[src/rtl/delay_dn.sv]
// delay_dn: multi-channel token delay actor, DELAY tokens per channel,
// round-robin arbitration, one token per cycle across all channels.
module delay_dn #(
  parameter int FLUX = 2,
  parameter int DELAY = 1,
  parameter int DATA_WIDTH = 18,
  parameter logic [DATA_WIDTH-1:0] INIT_VALUE = '0,
  localparam int TAG_WIDTH = (FLUX > 1) ? $clog2(FLUX) : 1
) (
  input  logic                          clk,
  input  logic                          rst,
  input  logic [FLUX-1:0]               in_empty,
  input  logic [DATA_WIDTH+TAG_WIDTH-1:0] in_dout,
  output logic [FLUX-1:0]               in_read,
  input  logic [FLUX-1:0]               out_full,
  output logic [TAG_WIDTH+DATA_WIDTH-1:0] out_din,
  output logic                          out_write,
  input  logic [FLUX-1:0]               flush
);

  localparam int PW = (DELAY > 1) ? $clog2(DELAY) : 1;
  localparam int FW = $clog2(DELAY + 1);
  localparam int DEPTH = FLUX * DELAY;
  localparam int AW = (DEPTH > 1) ? $clog2(DEPTH) : 1;

  logic [DATA_WIDTH-1:0] mem [DEPTH];
  logic [PW-1:0]         ptr [FLUX];
  logic [FW-1:0]         fill [FLUX];
  logic [TAG_WIDTH-1:0]  rr_ptr;
  logic [TAG_WIDTH-1:0]  gnt;
  logic                  found;
  logic                  fire;
  logic [FLUX-1:0]       elig;
  logic [PW-1:0]         gnt_ptr;
  logic [FW-1:0]         gnt_fill;
  logic [AW-1:0]         addr;
  logic [DATA_WIDTH-1:0] q;
  logic [DATA_WIDTH-1:0] din;
  logic                  unused_tag;

  assign elig = ~in_empty & ~out_full;
  assign din = in_dout[DATA_WIDTH-1:0];
  assign unused_tag = ^in_dout[DATA_WIDTH +: TAG_WIDTH];

  // Two passes: channels at or above rr_ptr first, then the wrapped ones.
  always_comb begin
    found = 1'b0;
    gnt = '0;
    for (int c = 0; c < FLUX; c++) begin
      if (!found && elig[c] && TAG_WIDTH'(c) >= rr_ptr) begin
        found = 1'b1;
        gnt = TAG_WIDTH'(c);
      end
    end
    for (int c = 0; c < FLUX; c++) begin
      if (!found && elig[c]) begin
        found = 1'b1;
        gnt = TAG_WIDTH'(c);
      end
    end
  end

  assign fire = found & ~rst;

  always_comb begin
    gnt_ptr = '0;
    gnt_fill = '0;
    for (int c = 0; c < FLUX; c++) begin
      if (gnt == TAG_WIDTH'(c)) begin
        gnt_ptr = ptr[c];
        gnt_fill = fill[c];
      end
    end
  end

  assign addr = AW'(gnt) * AW'(DELAY) + AW'(gnt_ptr);
  // Fill counter masks stale memory left over from before reset/flush.
  assign q = (gnt_fill < FW'(DELAY)) ? INIT_VALUE : mem[addr];

  always_comb begin
    in_read = '0;
    for (int c = 0; c < FLUX; c++) begin
      in_read[c] = fire && (gnt == TAG_WIDTH'(c));
    end
  end

  assign out_write = fire;
  assign out_din = {gnt, q};

  always_ff @(posedge clk) begin
    if (rst) begin
      rr_ptr <= '0;
      for (int c = 0; c < FLUX; c++) begin
        ptr[c] <= '0;
        fill[c] <= '0;
      end
    end else begin
      if (fire) begin
        rr_ptr <= (gnt == TAG_WIDTH'(FLUX - 1)) ? '0
                : gnt + TAG_WIDTH'(1);
      end
      for (int c = 0; c < FLUX; c++) begin
        if (fire && gnt == TAG_WIDTH'(c)) begin
          ptr[c] <= (ptr[c] == PW'(DELAY - 1)) ? '0
                  : ptr[c] + PW'(1);
          if (fill[c] != FW'(DELAY)) begin
            fill[c] <= fill[c] + FW'(1);
          end
        end
        // Flush overrides a same-cycle fire on this channel.
        if (flush[c]) begin
          ptr[c] <= '0;
          fill[c] <= '0;
        end
      end
    end
  end

  always_ff @(posedge clk) begin
    if (fire) begin
      mem[addr] <= din;
    end
  end

endmodule

[config.mk]
export PLATFORM = sky130hd
export DESIGN_NAME = delay_dn
export DESIGN_NICKNAME = d
export VERILOG_FILES = /design/src/rtl/delay_dn.sv
export SDC_FILE = /design/constraint.sdc
export NUM_CORES = 1
export LEC_CHECK = 0
export ABC_AREA = 1
export BUFFER_PORTS_ARGS = -buffer_cell sky130_fd_sc_hd__buf_2
export CORE_MARGIN = 4
export CORE_UTILIZATION = 55
export CTS_CLUSTER_DIAMETER = 120
export DETAILED_ROUTE_END_ITERATION = 7
export HOLD_SLACK_MARGIN = 0.1
export PLACE_DENSITY_LB_ADDON = 0.12
export SLEW_MARGIN = 25
export SYNTH_ARGS = -nofsm -noshare
export SYNTH_HDL_FRONTEND = slang
export SYNTH_SLANG_ARGS = --single-unit
[constraint.sdc]
create_clock -name clk -period 8.73 [get_ports clk]
set_input_delay 1.746 -clock clk [delete_from_list [all_inputs] [get_ports clk]]
set_output_delay 1.746 -clock clk [all_outputs]
set_load 0.05 [all_outputs]
---- Yosys cells after proc, flatten, opt, wreduce, memory -nomap -nowiden ----
Memory sizes are Yosys's and may differ from the RTL's.
Cells that the tools add are included.
W data, S select, Z words.
word-level totals
  input port bits ......................... 27
  memories ................................ 3
  output and inout bits ................... 22
  register bits after elaboration ......... 1
  bits in writable memories ............... 40
  word-level logic and storage cells ...... 82
cells by class
  bitwise gates (word level) .............. 14
  reduce and logical (&&, ||, !) cells .... 10
  muxes and demuxes ....................... 45
  add/subtract/negate cells ............... 6
  magnitude comparators ................... 3
memories
  name  depth  width  read ports  clocked after Yosys merged registers in  wr ports  line  source
  mem   2      18     1           0                                        1         26    logic [DATA_WIDTH-1:0] mem [DEPTH];
  fill  2      1      2           0                                        2         28    logic [FW-1:0] fill [FLUX];
  ptr   2      1      2           0                                        2         27    logic [PW-1:0] ptr [FLUX];
operators with widths
  operator               number
  $mux W1                44
  $mux W18               1
  $or A1 B1 Y1           8
  $logic_and A1 B1 Y1    7
  $add A1 B1 Y1 const B  5
  $not A2 Y2             2
  $logic_not A1 Y1       3
  $and A2 B2 Y2          1
  $ge A1 B1 Y1 const A   2
  $not A1 Y1             2
  $add A1 B1 Y1          1
  $and A1 B1 Y1          1
  $lt A1 B1 Y1 const B   1

---- Depth between registers and ports, before layout ----
  depth after elaboration ................. 21
  gate-level depth with buffers ........... 8
  gate-level depth less buffers ........... 7

---- Worst setup path after synthesis ----
Ideal clock, no wire load.
  path type ............................... input port to output port
  from .................................... input out_full[0]
  to ...................................... output in_read[0]
  required time ........................... 6984 ps
  data arrival time ....................... 4503 ps
  buffers on the path ..................... 1
  setup slack ............................. 2481 ps
  cell stages on the path ................. 6
  cell sequence ........................... nor2_2 nand2_2 nand2_4 buf_4 inv_1 nor3_1
on the way
  cells in the longest elaborated chain, start to end .. 16
  elaborated cells on any way between the ends .. 20
  classes of those cells .................. mux (7); bitwise (4); reduce/logical (9)
ends and longest elaborated chain
  what                                         line    source
  from (decl)                                  15      input logic [FLUX-1:0] out_full,
  $not A2 Y2 *                                 41      assign elig = ~in_empty & ~out_full;
  $and A2 B2 Y2 *                              41
  $logic_and A1 B1 Y1                          50      if (!found && elig[c] && TAG_WIDTH'(c) >= rr_ptr) begin
  $mux W1                                      50
  $logic_not A1 Y1                             50
  $logic_and A1 B1 Y1 (2 in a row)             50
  $mux W1                                      50
  $logic_not A1 Y1                             56      if (!found && elig[c]) begin
  $logic_and A1 B1 Y1                          56
  $mux W1                                      56
  $logic_not A1 Y1                             56
  $logic_and A1 B1 Y1                          56
  $mux W1                                      56
  $and A1 B1 Y1 or $not A1 Y1 (tied branches)  63, 83
  $logic_and A1 B1 Y1 *                        83      in_read[c] = fire && (gnt == TAG_WIDTH'(c));
  to (decl)                                    14      output logic [FLUX-1:0] in_read,
Mark *: on every way between the ends. The rest lies on a longest branch, timed or not.

---- Worst setup path in the final report ----
Same ends and word-level chain as after synthesis.

==> impl_metrics.csv <==
group,metric,value,unit
worst_setup_path,cpPeakStageDelay,0.35,ns
worst_setup_path,rrSetupSlack,6.84,ns
floorplanning,fp.dieW,64.3,um
worst_setup_path,path_depth,8,
drt,drcViolationCount,0,
drt,firstDrtPassIters,4,
job,cap_violations,0,
drt,drtIter0Drc,35,
global_routing,grt_pass1_vias,1209,
sta,worstMarginPinSlew,0.586,ns
synthesis,syn_avg_cell_area,10.6,um^2
worst_setup_path,path_buf_inv,4,
global_routing,grt_max_degree,25,
sta,fin_skew,0.00601,ns
worst_setup_path,cp-startpoint,"out_full[0]",
worst_setup_path,worstPathArrival,3.56,ns
placement,dp_hpwl,2070,um
synthesis,ys_types,18,
synthesis,synth_fa_ha_area_share,0,%
synthesis,synthSimpleGateAreaFrac,23.7,%
layout,drive_gt1_share,31.0,%
drt,wl,3240,um
drt,vias,1212,
worst_setup_path,r2r-start,"rr_ptr",
worst_setup_path,path_common_cell,"buf_2",
clocking,cts_resized,0,
sta,drv_slew,0,
sta,fin_crit_sh,60.7,%
worst_setup_path,regToRegEndpoint,"mem[0][4]",
synthesis,synth_top_family_by_area,"simple AND/OR/NAND/NOR gates",
clocking,holdBufCountCts,0,
clocking,cts_inserted_buffers,5,
worst_setup_path,critPathSlowestCell,"nand2_4",
layout,area_delta_synth_final,17.8,%
drt,ant_nets,0,
clocking,clk_path_buf_depth,2,
global_routing,grt_pass1_wl,5350,um
floorplanning,start_util,57.1,%
floorplanning,dieHeight,64.3,um
power_and_ir_drop,leakagePower,1.04,nW
sta,fmax,189,MHz
floorplanning,fp.coreArea,0.00305,mm^2
synthesis,synth_area_leaders,"edfxtp_1 (64%), nand2_1 (12%), nand3_1 (5.5%)",
worst_setup_path,path_delay_family,"simple AND/OR/NAND/NOR gates",
synthesis,synth.top_cell.area_share,63.7,%
clocking,clock-root-buffer,"clkbuf_4",
layout,design_area,0.00205,mm^2
layout,multi_input_area,435,um^2
sta,rsz0062_at_grt,"false",
sta,whs,0.529,ns
global_routing,grt-ovfl-total,0,
clocking,cts.sinks,39,
synthesis,synth_area_leader_cell,"edfxtp_1",
global_routing,grt_antenna_before_repair,0,
worst_setup_path,cp_max_fo,24,
clocking,htree_levels,2,
worst_setup_path,cp-endpoint,"in_read[0]",
layout,fillers,245,
synthesis,synth.yosys.seq_area_share,66.0,%
outcome,status,"complete, no violations",
synthesis,synth-xor-area-share,0,%
floorplanning,dieArea,0.00414,mm^2
worst_hold_path,min_path_type,"reg -> reg",
synthesis,muxShareOfSynthArea,0,%
synthesis,syn_area,0.00174,mm^2
worst_setup_path,critPathRequiredTime,6.98,ns
layout,layout.nets,239,
placement,portBuffers,47,
placement,routabilityCongestion,0.699,
power_and_ir_drop,power_density,191,mW/mm^2
layout,seqCellArea,0.00115,mm^2
sta,final-setup-viol-count,0,
synthesis,synth_nets,191,
synthesis,yosysWarnings,0,
global_routing,grt_util_all_layers,17.2,%
worst_setup_path,r2r_cells,6,
clocking,clkTransAtPathRegs,0.11,ns
worst_setup_path,path_cells,"buf_2 > nor2_2 > nand2_2 > nand2_4 > inv_1 > nor3_2 > buf_4 > buf_2",
sta,hold_viol_final,0,
synthesis,synth_seq_cells,39,
drt,wl_per_cell,12.6,um
clocking,postCtsSetupBuffers,0,
clocking,clk_latency,0.34,ns
worst_setup_path,critPathKind,"in -> out",
floorplanning,io_pins,49,
drt,drt-vias-per-instance,4.72,
worst_setup_path,startpoint_type,"input port",
sta,slew_headroom,60.8,%
clocking,cts_tree,"done",
synthesis,synth-compound-area-share,0.861,%
placement,post_dp_cell_area,0.00198,mm^2
worst_setup_path,cp-end-kind,"output pin",
layout,antennaDiodeCount,0,
power_and_ir_drop,max-vdd-ir-drop,0.000113,V
sta,fin_setup_tns,0,ns
sta,period_minus_slack,5.30,ns
synthesis,syn_inst,164,
floorplanning,rows,20,
-- cells in the final DEF, fill, tap and decap left out, drive strengths merged --
| cell | n |
|---|---|
| buf | 49 |
| clkinv | 2 |
| o21ai | 2 |
| dfxtp | 2 |
| nor3 | 1 |
| clkbuf | 5 |
| inv | 23 |
| nand3 | 20 |
| nor2 | 8 |
| edfxtp | 37 |
| a21oi | 1 |
| or2 | 1 |
| bufinv | 1 |
| nand2 | 61 |
-- synthesized netlist by cell type (all sizes together) --
master	number
a21oi	1
buf	8
dfxtp	2
edfxtp	37
inv	23
nand2	61
nand3	20
nor2	8
nor3	1
o21ai	2
or2	1
-- layout make-up --
cell class	count	area share, %
Clock inverter	3	1.89
Multi-Input combinational cell	94	21.2
Inverter	23	4.20
Sequential cell	39	56.0
Clock buffer	5	1.83
Timing Repair Buffer	49	12.2
Tap cell	44	2.68
-- stage by stage --
stage	power [mW]	setup WS, ns	std cells	util (%)
2_1_floorplan	0.265	2.48	164	-
3_3_place_gp	0.279	3.45	249	64.8
3_5_place_dp	0.280	3.41	249	64.8
4_1_cts	0.395	3.40	257	67.3
5_1_grt	0.411	3.26	257	67.3
6_report	0.391	3.43	257	67.3
-- worst min path at each step --
stage               cells after the start       to  startpoint
floorplan                               2  fill[1]     fill[1]
global placement                        2  fill[1]     fill[1]
detailed placement                      2  fill[1]     fill[1]
CTS                                     2  fill[1]     fill[1]
global route                            2  fill[1]     fill[1]
finish                                  2  fill[1]     fill[1]
-- sequential cells by signal, indices dropped and copies added (netlist names) --
name / count
mem: 36
fill: 2
rr_ptr: 1
-- worst register-to-register path, delay by kind of cell, from the launching register on --
kind,cells,cell delay [ns]
and+or+nand+nor,3,0.76
DFF,1,0.32
buffers and inverters,3,0.49
-- power breakdown --
part	switching (mW)	total (mW)	leakage [nW]	internal [mW]
sequential	0.00189	0.214	0.359	0.213
clock	0.0569	0.116	0.0426	0.0589
combinational	0.0458	0.0611	0.634	0.0153
total	0.105	0.391	1.03	0.287
-- routing by layer --
layer / share of wire (%) / up-vias / track usage [%]
met5: 0 / - / 0
met4: 0.96 / 0 / 5.54
met3: 6.1 / 4 / 5.80
met2: 51 / 34 / 31.8
met1: 41 / 556 / 18.2
li1: - / 618 / -
-- logic make-up (layout without fill, tap and decap cells) --
kind of cell	count (synthesis)	in the layout
and+or+nand+nor	91	91
DFF	39	39
buffers and inverters	31	80
AOI/OAI and AO/OA	3	3
Note: power is estimated with default switching activity, not from simulation.
